### src/rtl/mem_arbiter.sv
// Two-port round-robin arbiter in front of a single-port synchronous memory; `MEM_STARTUP_DELAY_EN adds a power-up hold-off.
// Latency: ack pulses in the cycle after grant edge + 2, so one access completes per 3 clocks under contention.
// Backpressure: req is held until ack; a port is ignored while its own ack is high; requests wait while busy_o is high.
module mem_arbiter #(
  parameter int ADDR_WIDTH     = 8,
  parameter int DATA_WIDTH     = 16,
  parameter int STARTUP_CYCLES = 48
) (
  input  logic                  clk_i,
  input  logic                  reset_i,
  input  logic                  req0_i,
  input  logic                  req1_i,
  input  logic                  we0_i,
  input  logic                  we1_i,
  input  logic [ADDR_WIDTH-1:0] addr0_i,
  input  logic [ADDR_WIDTH-1:0] addr1_i,
  input  logic [DATA_WIDTH-1:0] data0_i,
  input  logic [DATA_WIDTH-1:0] data1_i,
  output logic                  ack0_o,
  output logic                  ack1_o,
  output logic [DATA_WIDTH-1:0] data0_o,
  output logic [DATA_WIDTH-1:0] data1_o,
  output logic [ADDR_WIDTH-1:0] mem_addr_o,
  output logic [DATA_WIDTH-1:0] mem_data_o,
  output logic                  mem_write_en_no,
  input  logic [DATA_WIDTH-1:0] mem_data_i,
  output logic                  busy_o
);

  typedef enum logic [1:0] {STARTUP, IDLE, ACCESS, CAPTURE} state_t;

  state_t state, state_nxt;
  logic   last_grant;
  logic   grant_q;
  logic   we_q;
  logic   req0_act, req1_act;
  logic   do_grant, grant_nxt;

`ifdef MEM_STARTUP_DELAY_EN
  localparam int CNT_W = (STARTUP_CYCLES > 1) ? $clog2(STARTUP_CYCLES) : 1;
  logic [CNT_W-1:0] startup_cnt;
  logic             startup_done;

  assign startup_done = (startup_cnt == CNT_W'(STARTUP_CYCLES - 1));

  always_ff @(posedge clk_i) begin
    if (reset_i) begin
      startup_cnt <= '0;
    end else if (state == STARTUP && !startup_done) begin
      startup_cnt <= startup_cnt + 1'b1;
    end
  end
`endif

  // A port whose ack is high this cycle is done; its still-high req must not regrant.
  assign req0_act = req0_i && !ack0_o;
  assign req1_act = req1_i && !ack1_o;

  always_comb begin
    state_nxt = state;
    do_grant  = 1'b0;
    grant_nxt = grant_q;
    case (state)
      STARTUP: begin
`ifdef MEM_STARTUP_DELAY_EN
        if (startup_done) state_nxt = IDLE;
`else
        state_nxt = IDLE;
`endif
      end
      IDLE: begin
        if (req0_act && req1_act) begin
          do_grant  = 1'b1;
          grant_nxt = ~last_grant;
        end else if (req0_act) begin
          do_grant  = 1'b1;
          grant_nxt = 1'b0;
        end else if (req1_act) begin
          do_grant  = 1'b1;
          grant_nxt = 1'b1;
        end
        if (do_grant) state_nxt = ACCESS;
      end
      ACCESS:  state_nxt = CAPTURE;
      CAPTURE: state_nxt = IDLE;
      default: state_nxt = IDLE;
    endcase
  end

  always_ff @(posedge clk_i) begin
    if (reset_i) begin
`ifdef MEM_STARTUP_DELAY_EN
      state      <= STARTUP;
`else
      state      <= IDLE;
`endif
      last_grant <= 1'b1;
      grant_q    <= 1'b0;
      we_q       <= 1'b0;
      mem_addr_o <= '0;
      mem_data_o <= '0;
      ack0_o     <= 1'b0;
      ack1_o     <= 1'b0;
      data0_o    <= '0;
      data1_o    <= '0;
    end else begin
      state  <= state_nxt;
      ack0_o <= 1'b0;
      ack1_o <= 1'b0;
      if (do_grant) begin
        grant_q    <= grant_nxt;
        we_q       <= grant_nxt ? we1_i   : we0_i;
        mem_addr_o <= grant_nxt ? addr1_i : addr0_i;
        mem_data_o <= grant_nxt ? data1_i : data0_i;
      end
      if (state == CAPTURE) begin
        last_grant <= grant_q;
        if (grant_q) begin
          ack1_o <= 1'b1;
          if (!we_q) data1_o <= mem_data_i;
        end else begin
          ack0_o <= 1'b1;
          if (!we_q) data0_o <= mem_data_i;
        end
      end
    end
  end

  // Gating with reset_i keeps an aborted write from landing in memory on the reset edge.
  assign mem_write_en_no = !((state == ACCESS) && we_q && !reset_i);
  assign busy_o          = (state != IDLE);

endmodule

### config.mk
export PLATFORM = sky130hd
export DESIGN_NAME = mem_arbiter
export DESIGN_NICKNAME = d
export VERILOG_FILES = /design/src/rtl/mem_arbiter.sv
export SDC_FILE = /design/constraint.sdc
export NUM_CORES = 1
export LEC_CHECK = 0
export CAP_MARGIN = 5
export CORE_UTILIZATION = 42
export CTS_CLUSTER_SIZE = 40
export DETAILED_ROUTE_END_ITERATION = 10
export PLACE_DENSITY = 0.85
export SETUP_SLACK_MARGIN = 0.3
export SLEW_MARGIN = 25
export SYNTH_ARGS = -nofsm -noshare
export SYNTH_HDL_FRONTEND = slang
export SYNTH_SLANG_ARGS = --single-unit
### constraint.sdc
create_clock -name clk_i -period 3.6 [get_ports clk_i]
set_input_delay 0.36 -clock clk_i [delete_from_list [all_inputs] [get_ports clk_i]]
set_output_delay 0.36 -clock clk_i [all_outputs]
set_load 0.03 [all_outputs]
==> results.sh <==
export IMPL_timing_max_transition_violations_final=0
export IMPL_path_common_cell="clkdlybuf4s50_1"
export IMPL_place_port_buffers=129
export IMPL_cp_slowest_cell="clkdlybuf4s50_1"
export IMPL_synthesis_area_per_instance_um2=9.56
export IMPL_number_of_antenna_violations_at_the_first_check_in_global_routing=0
export IMPL_ys_seq_area_share_pct=50.4
export IMPL_rows=27
export IMPL_wire_length_of_the_first_global_routing_pass_um=9970
export IMPL_synthDominantAreaCellType="dfxtp_1"
export IMPL_crit_arrival_ns=1.80
export IMPL_comb_power_share_pct=45.6
export IMPL_maximum_buffer_depth_of_the_clock_tree=2
export IMPL_dp_hpwl_um=4670
export IMPL_area_delta_synth_final_pct=58.3
export IMPL_slew_at_the_pin_closest_to_its_max_slew_limit_ns=0.978
export IMPL_critical_path_max_stage_delay_ns=0.67
export IMPL_rsz0062_at_grt="false"
export IMPL_initialDrtViolationCount=98
export IMPL_nFillCells=442
export IMPL_grt_start_max_net_pins=38
export IMPL_end_kind="output port"
export IMPL_clkLatencyLatePin_ns=0.32
export IMPL_skew_ns=0.00932
export IMPL_worstPathMaxFanout=6
export IMPL_seq_power_share_pct=35.7
export IMPL_ctsRootBufferMaster="clkbuf_8"
export IMPL_final_seq_area_um2=1260
export IMPL_internal_power_mw=1.65
export IMPL_max_cap_violations=0
export IMPL_synthesis_area_um2=2500
export IMPL_timing_critical_path_max_delay_family="buffers and inverters"
export IMPL_htree_num_levels=3
export IMPL_routed_length_on_met3_um=299
export IMPL_antenna_cells=0
export IMPL_cts_tree="yes"
export IMPL_vias_per_cell=4.95
export IMPL_grt_pass1_vias=2117
export IMPL_power_density_nw_per_um2=677
export IMPL_max_vdd_ir_drop_mv=0.425
export IMPL_worstPathRequired_ns=3.24
export IMPL_synth_top_area_share_pct=50.4
export IMPL_drtPass1Iterations=4
export IMPL_synth_fp_nets=336
export IMPL_finish_cell_count_without_fillers=461
export IMPL_cts_setup_buffers=0
export IMPL_category_of_the_critical_setup_timing_path="in -> out"
export IMPL_sum_of_met2_wire_segment_lengths_after_detailed_routing_um=3230
export IMPL_post_place_cells=446
export IMPL_static_leakage_power_nw=1.52
export IMPL_worst_slew_margin_rel_pct=34.8
export IMPL_final_nets=459
export IMPL_fin_setup_tns_ns=0
export IMPL_share_of_cells_above_drive_strength_1_pct=7.20
export IMPL_critical_path_startpoint_category="input port"
export IMPL_route_detailed_drc=0
export IMPL_outcome="finished, final reports clean"
export IMPL_fin_area_um2=3960
export IMPL_critical_path_n_buffers_inverters=2
export IMPL_floorplan_die_height_um=79.2
export IMPL_final_min_clock_period_ns=2.16
export IMPL_detailedPlace_worstSlack_ns=1.39
export IMPL_postPlaceCellArea_um2=3790
export IMPL_cts_hold_buffers_added=0
export IMPL_tritoncts_num_buffers=9
export IMPL_ioPinCount=130
export IMPL_wire_per_inst_um=13.9
export IMPL_core_area_um2=5640
export IMPL_number_of_endpoints_with_negative_hold_slack_in_the_final_report=0
export IMPL_maxUsedRoutingLayer="met4"
export IMPL_grtUsageTotal_pct=20.6
export IMPL_drtAntennaViolNets=0
export IMPL_power_clock_fraction_pct=18.7
export IMPL_max_clock_freq_mhz=463
export IMPL_die_w_um=79.2
export IMPL_hp_class="reg -> reg"
export IMPL_fin_total_pwr_mw=2.68
export IMPL_die_area_um2=6270
export IMPL_synth_ff_latch_count=63
export IMPL_ys_warnings_count=0
export IMPL_multi_input_combinational_cell_area_um2=1130
export IMPL_finalSetupViolCount=0
export IMPL_power_share_switching_pct=38.5
export IMPL_met1_length_um=2810
export IMPL_synth_top_cells_by_area="dfxtp_1, mux2i_1, nand2_1"
export IMPL_overflow=0
export IMPL_power_net_switching_mw=1.03
export IMPL_cts_clk_slew_worst_paths_ns=0.06
export IMPL_post_cts_resized=0
export IMPL_number_of_clock_sinks=63
export IMPL_starting_utilization_of_the_core_area_pct=44.4
export IMPL_yosys_cell_types_count=25
export IMPL_setup_ws_ns=1.44
export IMPL_post_synth_inst_count=262
export IMPL_routed_wirelength_um=6410
export IMPL_detailroute_via_count=2284
export IMPL_critical_path_cell_chain="clkdlybuf4s50_1, nand3b_1, clkdlybuf4s50_1"
export IMPL_final_min_period_over_clock_period_pct=60.1
export IMPL_gp_congestion=0.801
## cells by family (layout without fill, tap and decap cells)
| family | Yosys count | after routing | share of synthesized area [%] |
|---|---|---|---|
| and+or+nand+nor | 85 | 85 | 14.3 |
| DFF | 63 | 63 | 50.4 |
| AOI/OAI and AO/OA | 61 | 61 | 17.5 |
| muxes | 26 | 26 | 10.4 |
| buffers and inverters | 23 | 150 | 5.35 |
| adders and majority gates | 4 | 4 | 2.00 |
## stage by stage
step	util [%]	hold WS, ns
2_1_floorplan	-	0.438
3_3_place_gp	67.3	0.442
3_5_place_dp	67.3	0.445
4_1_cts	70.1	0.455
5_1_grt	70.2	0.477
6_report	70.2	0.457
## worst reg2reg max path: cells and delay by family (launching register included)
kind | cells | cell delay (ns)
buf+inv | 2 | 0.50
simple gates | 1 | 0.22
fa+ha+maj | 1 | 0.22
flops | 1 | 0.38
compound gates | 2 | 0.20
mux | 1 | 0.31
## cell usage in the layout, fill, tap and decap left out, drive strengths merged, types with 2 or more instances in the layout
cell type / count
nand2b: 4
nand2: 66
a21oi: 34
clkdlybuf4s50: 129
mux2i: 26
or2: 3
inv: 4
o2bb2ai: 24
a211oi: 2
buf: 2
clkbuf: 14
dfxtp: 63
ha: 4
nor2: 8
## sequential cells by signal, summed over array words and instances, names as in the netlist
register and count:
last_grant 1, ack1_o 1, we_q 1, data0_o 16
grant_q 1, data1_o 16, mem_data_o 16, ack0_o 1
mem_addr_o 8, state 2
## layout make-up
type | instances | share of cell area, %
Clock buffer | 14 | 3.85
Multi-Input combinational cell | 176 | 28.6
Tap cell | 72 | 2.27
Sequential cell | 63 | 31.8
Clock inverter | 1 | 0.126
Timing Repair Buffer | 131 | 33.0
Inverter | 4 | 0.379
## power groups by stage
| stage | Combinational (mW) | Clock, mW | Sequential (mW) |
|---|---|---|---|
| floorplan | 0.550 | 0 | 1.22 |
| global placement | 1.20 | 0 | 0.965 |
| detailed placement | 1.23 | 0 | 0.965 |
| CTS | 1.23 | 0.513 | 0.955 |
| global route | 1.31 | 0.546 | 0.974 |
| finish | 1.22 | 0.502 | 0.957 |
## Yosys cell counts
cell type / n
a211oi_2: 1
buf_2: 6
a21oi_2: 1
nor2_1: 8
a211oi_1: 1
dfxtp_1: 63
buf_12: 2
inv_2: 1
nand3_1: 1
clkbuf_1: 10
a21oi_1: 33
and3b_2: 1
mux2i_1: 26
ha_1: 4
o2bb2ai_2: 3
inv_1: 3
nand2b_4: 1
nand3b_1: 1
o32ai_2: 1
or2_2: 3
nor3b_1: 1
o2bb2ai_1: 21
nand2b_1: 3
nand2_1: 66
buf_6: 1
## layer usage
metal	vias to the layer above	global-route usage [%]
li1	1147	-
met1	1068	24.7
met2	63	35.1
met3	6	5.29
met4	0	7.64
met5	-	0
## worst paths after layout
kind                            start                    endpoint  slack, ns  depth (start not counted)
max reg2reg     state[1]$_SDFFE_PP0P_  mem_addr_o[7]$_SDFFE_PP0P_       1.61                          7
max                           reset_i             mem_write_en_no       1.44                          3
min reg2reg  data0_o[13]$_SDFFE_PP0P_    data0_o[13]$_SDFFE_PP0P_       0.46                          2
min          data0_o[13]$_SDFFE_PP0P_    data0_o[13]$_SDFFE_PP0P_       0.46                          2
No activity file was read; power rests on OpenSTA's default activity.
==> variant, RTL diff (same flow settings) <==
Add a define of `MEM_STARTUP_DELAY_EN`.
--- a/src/rtl/mem_arbiter.sv
+++ b/src/rtl/mem_arbiter.sv
@@ -3,2 +3,4 @@
 // Backpressure: req is held until ack; a port is ignored while its own ack is high; requests wait while busy_o is high.
+`define MEM_STARTUP_DELAY_EN
+
 module mem_arbiter #(
Check against the original RTL: not equivalent (Yosys sat finds a counterexample within 4 cycles, from zero or initial values and one cycle with reset_i high).
==> variant against the unedited design <==
  * Wire length is 15% higher
  * Non-clock buffer count unchanged
  * Register-to-register slack improved by 40 ps
  * Synthesized area grew 17%
  * Sequential cell count rose by 6
  * Worst setup slack worse by 120 ps
  * Final area rose by 11%
  * Count of clock-buffer cells in the layout is 4 lower
  * Largest cell class is now multi-input combinational cells
Power is not compared: it rests on default switching activity, and its combinational part moved more than twofold at a synthesized area within 25%.
==> variant: results (changes against the unedited design) <==
metric,value,unit,change
Synth Instances,292,,+11%
Non-clock buffers,131,,unchanged
first-pass GRT wire length,12000,um,+21%
DP Area,4190,um^2,+10%
total track usage,0.213,,+0.00705
post-route clock skew,10.6,ps,+1.30 ps
Clock transition at path regs,80,ps,+20 ps
RD Place Congestion,0.781,,-2.5%
critical path arrival,1920,ps,+120 ps
Unique masters post-synth,33,,+32%
Clock net power,648,uW,
largest net degree at the start of global routing,51,,+34%
ratio of cells with drive above 1 in the final layout,0.119,,+0.0471
Post-synth ARST share,0,,unchanged
status,"finished, final reports clean",,
Synth Register Bits,69,,+9.5%
largest cells by area after synthesis,"dfxtp_1, o2bb2ai_2, mux2i_1",,
Final #Nets,491,,+7.0%
most common cell in the netlist,dfxtp_1,,
clock latency on the worst-skew pair,340,ps,+20 ps
via/cell ratio,5.09,,+2.7%
initial antenna violation count,0,,unchanged
fillcell total,556,,+26%
final WL,7340,um,+15%
Layout area overhead,50.4,%,
clk buf depth,2,,unchanged
TritonCTS Buffers,9,,unchanged
Internal,1320,uW,
clock network share of area,0.0467,,+0.00690
HPWL Detailed,5180,um,+11%
First DRT Iteration DRCs,88,,-10%
clkbuf count,10,,-4
sequential area share after synthesis,0.473,,-0.0309
Slew HR,0.398,,+0.0503
area occupied by registers,1380,um^2,+9.5%
detailed-route via count,2543,,+11%
Placed Cells incl. Taps,484,,+8.5%
synth cell count leaders,"dfxtp_1, nand2_1, a21oi_1, mux2i_1, o2bb2ai_2",,
Crit Path Max Fanout,50,,+44
TritonRoute pass-1 iters,4,,unchanged
vias in the first global route,2591,,+22%
syn nets,368,,+9.5%
fraction of area in multi-input gates,0.317,,+0.0311
non-clk buf share,0.296,,-0.0336
pre-CTS setup slack,1310,ps,-81.0 ps
#MultiIn Comb,200,,+14%
-- variant: cell families (layout without fill, tap and decap cells) --
kind of cell	Yosys count	count (layout)	synth area share
mux	28	28	0.0964
flops	69	69	0.473
buf+inv	23	151	0.0548
simple gates	97	97	0.144
fa+ha+maj	6	6	0.0257
compound gates	65	65	0.194
xor+xnor	4	4	0.0120
-- variant: final timing paths --
check / startpoint / endpoint / slack, ps / cells after the start
worst max register to register: state[1] / we_q / 1650 / 7
worst min-delay path: data1_o[5] / data1_o[5] / 460 / 2
worst min register to register: data1_o[5] / data1_o[5] / 460 / 2
worst max-delay path: reset_i / mem_write_en_no / 1320 / 3
-- variant: routing by layer --
metal | GRT usage | up-vias | part of all wire
met2 | 0.371 | 82 | 0.51
met3 | 0.0623 | 10 | 0.061
met4 | 0.0864 | 0 | 0.017
li1 | - | 1254 | -
met5 | 0 | - | 0
met1 | 0.244 | 1197 | 0.41
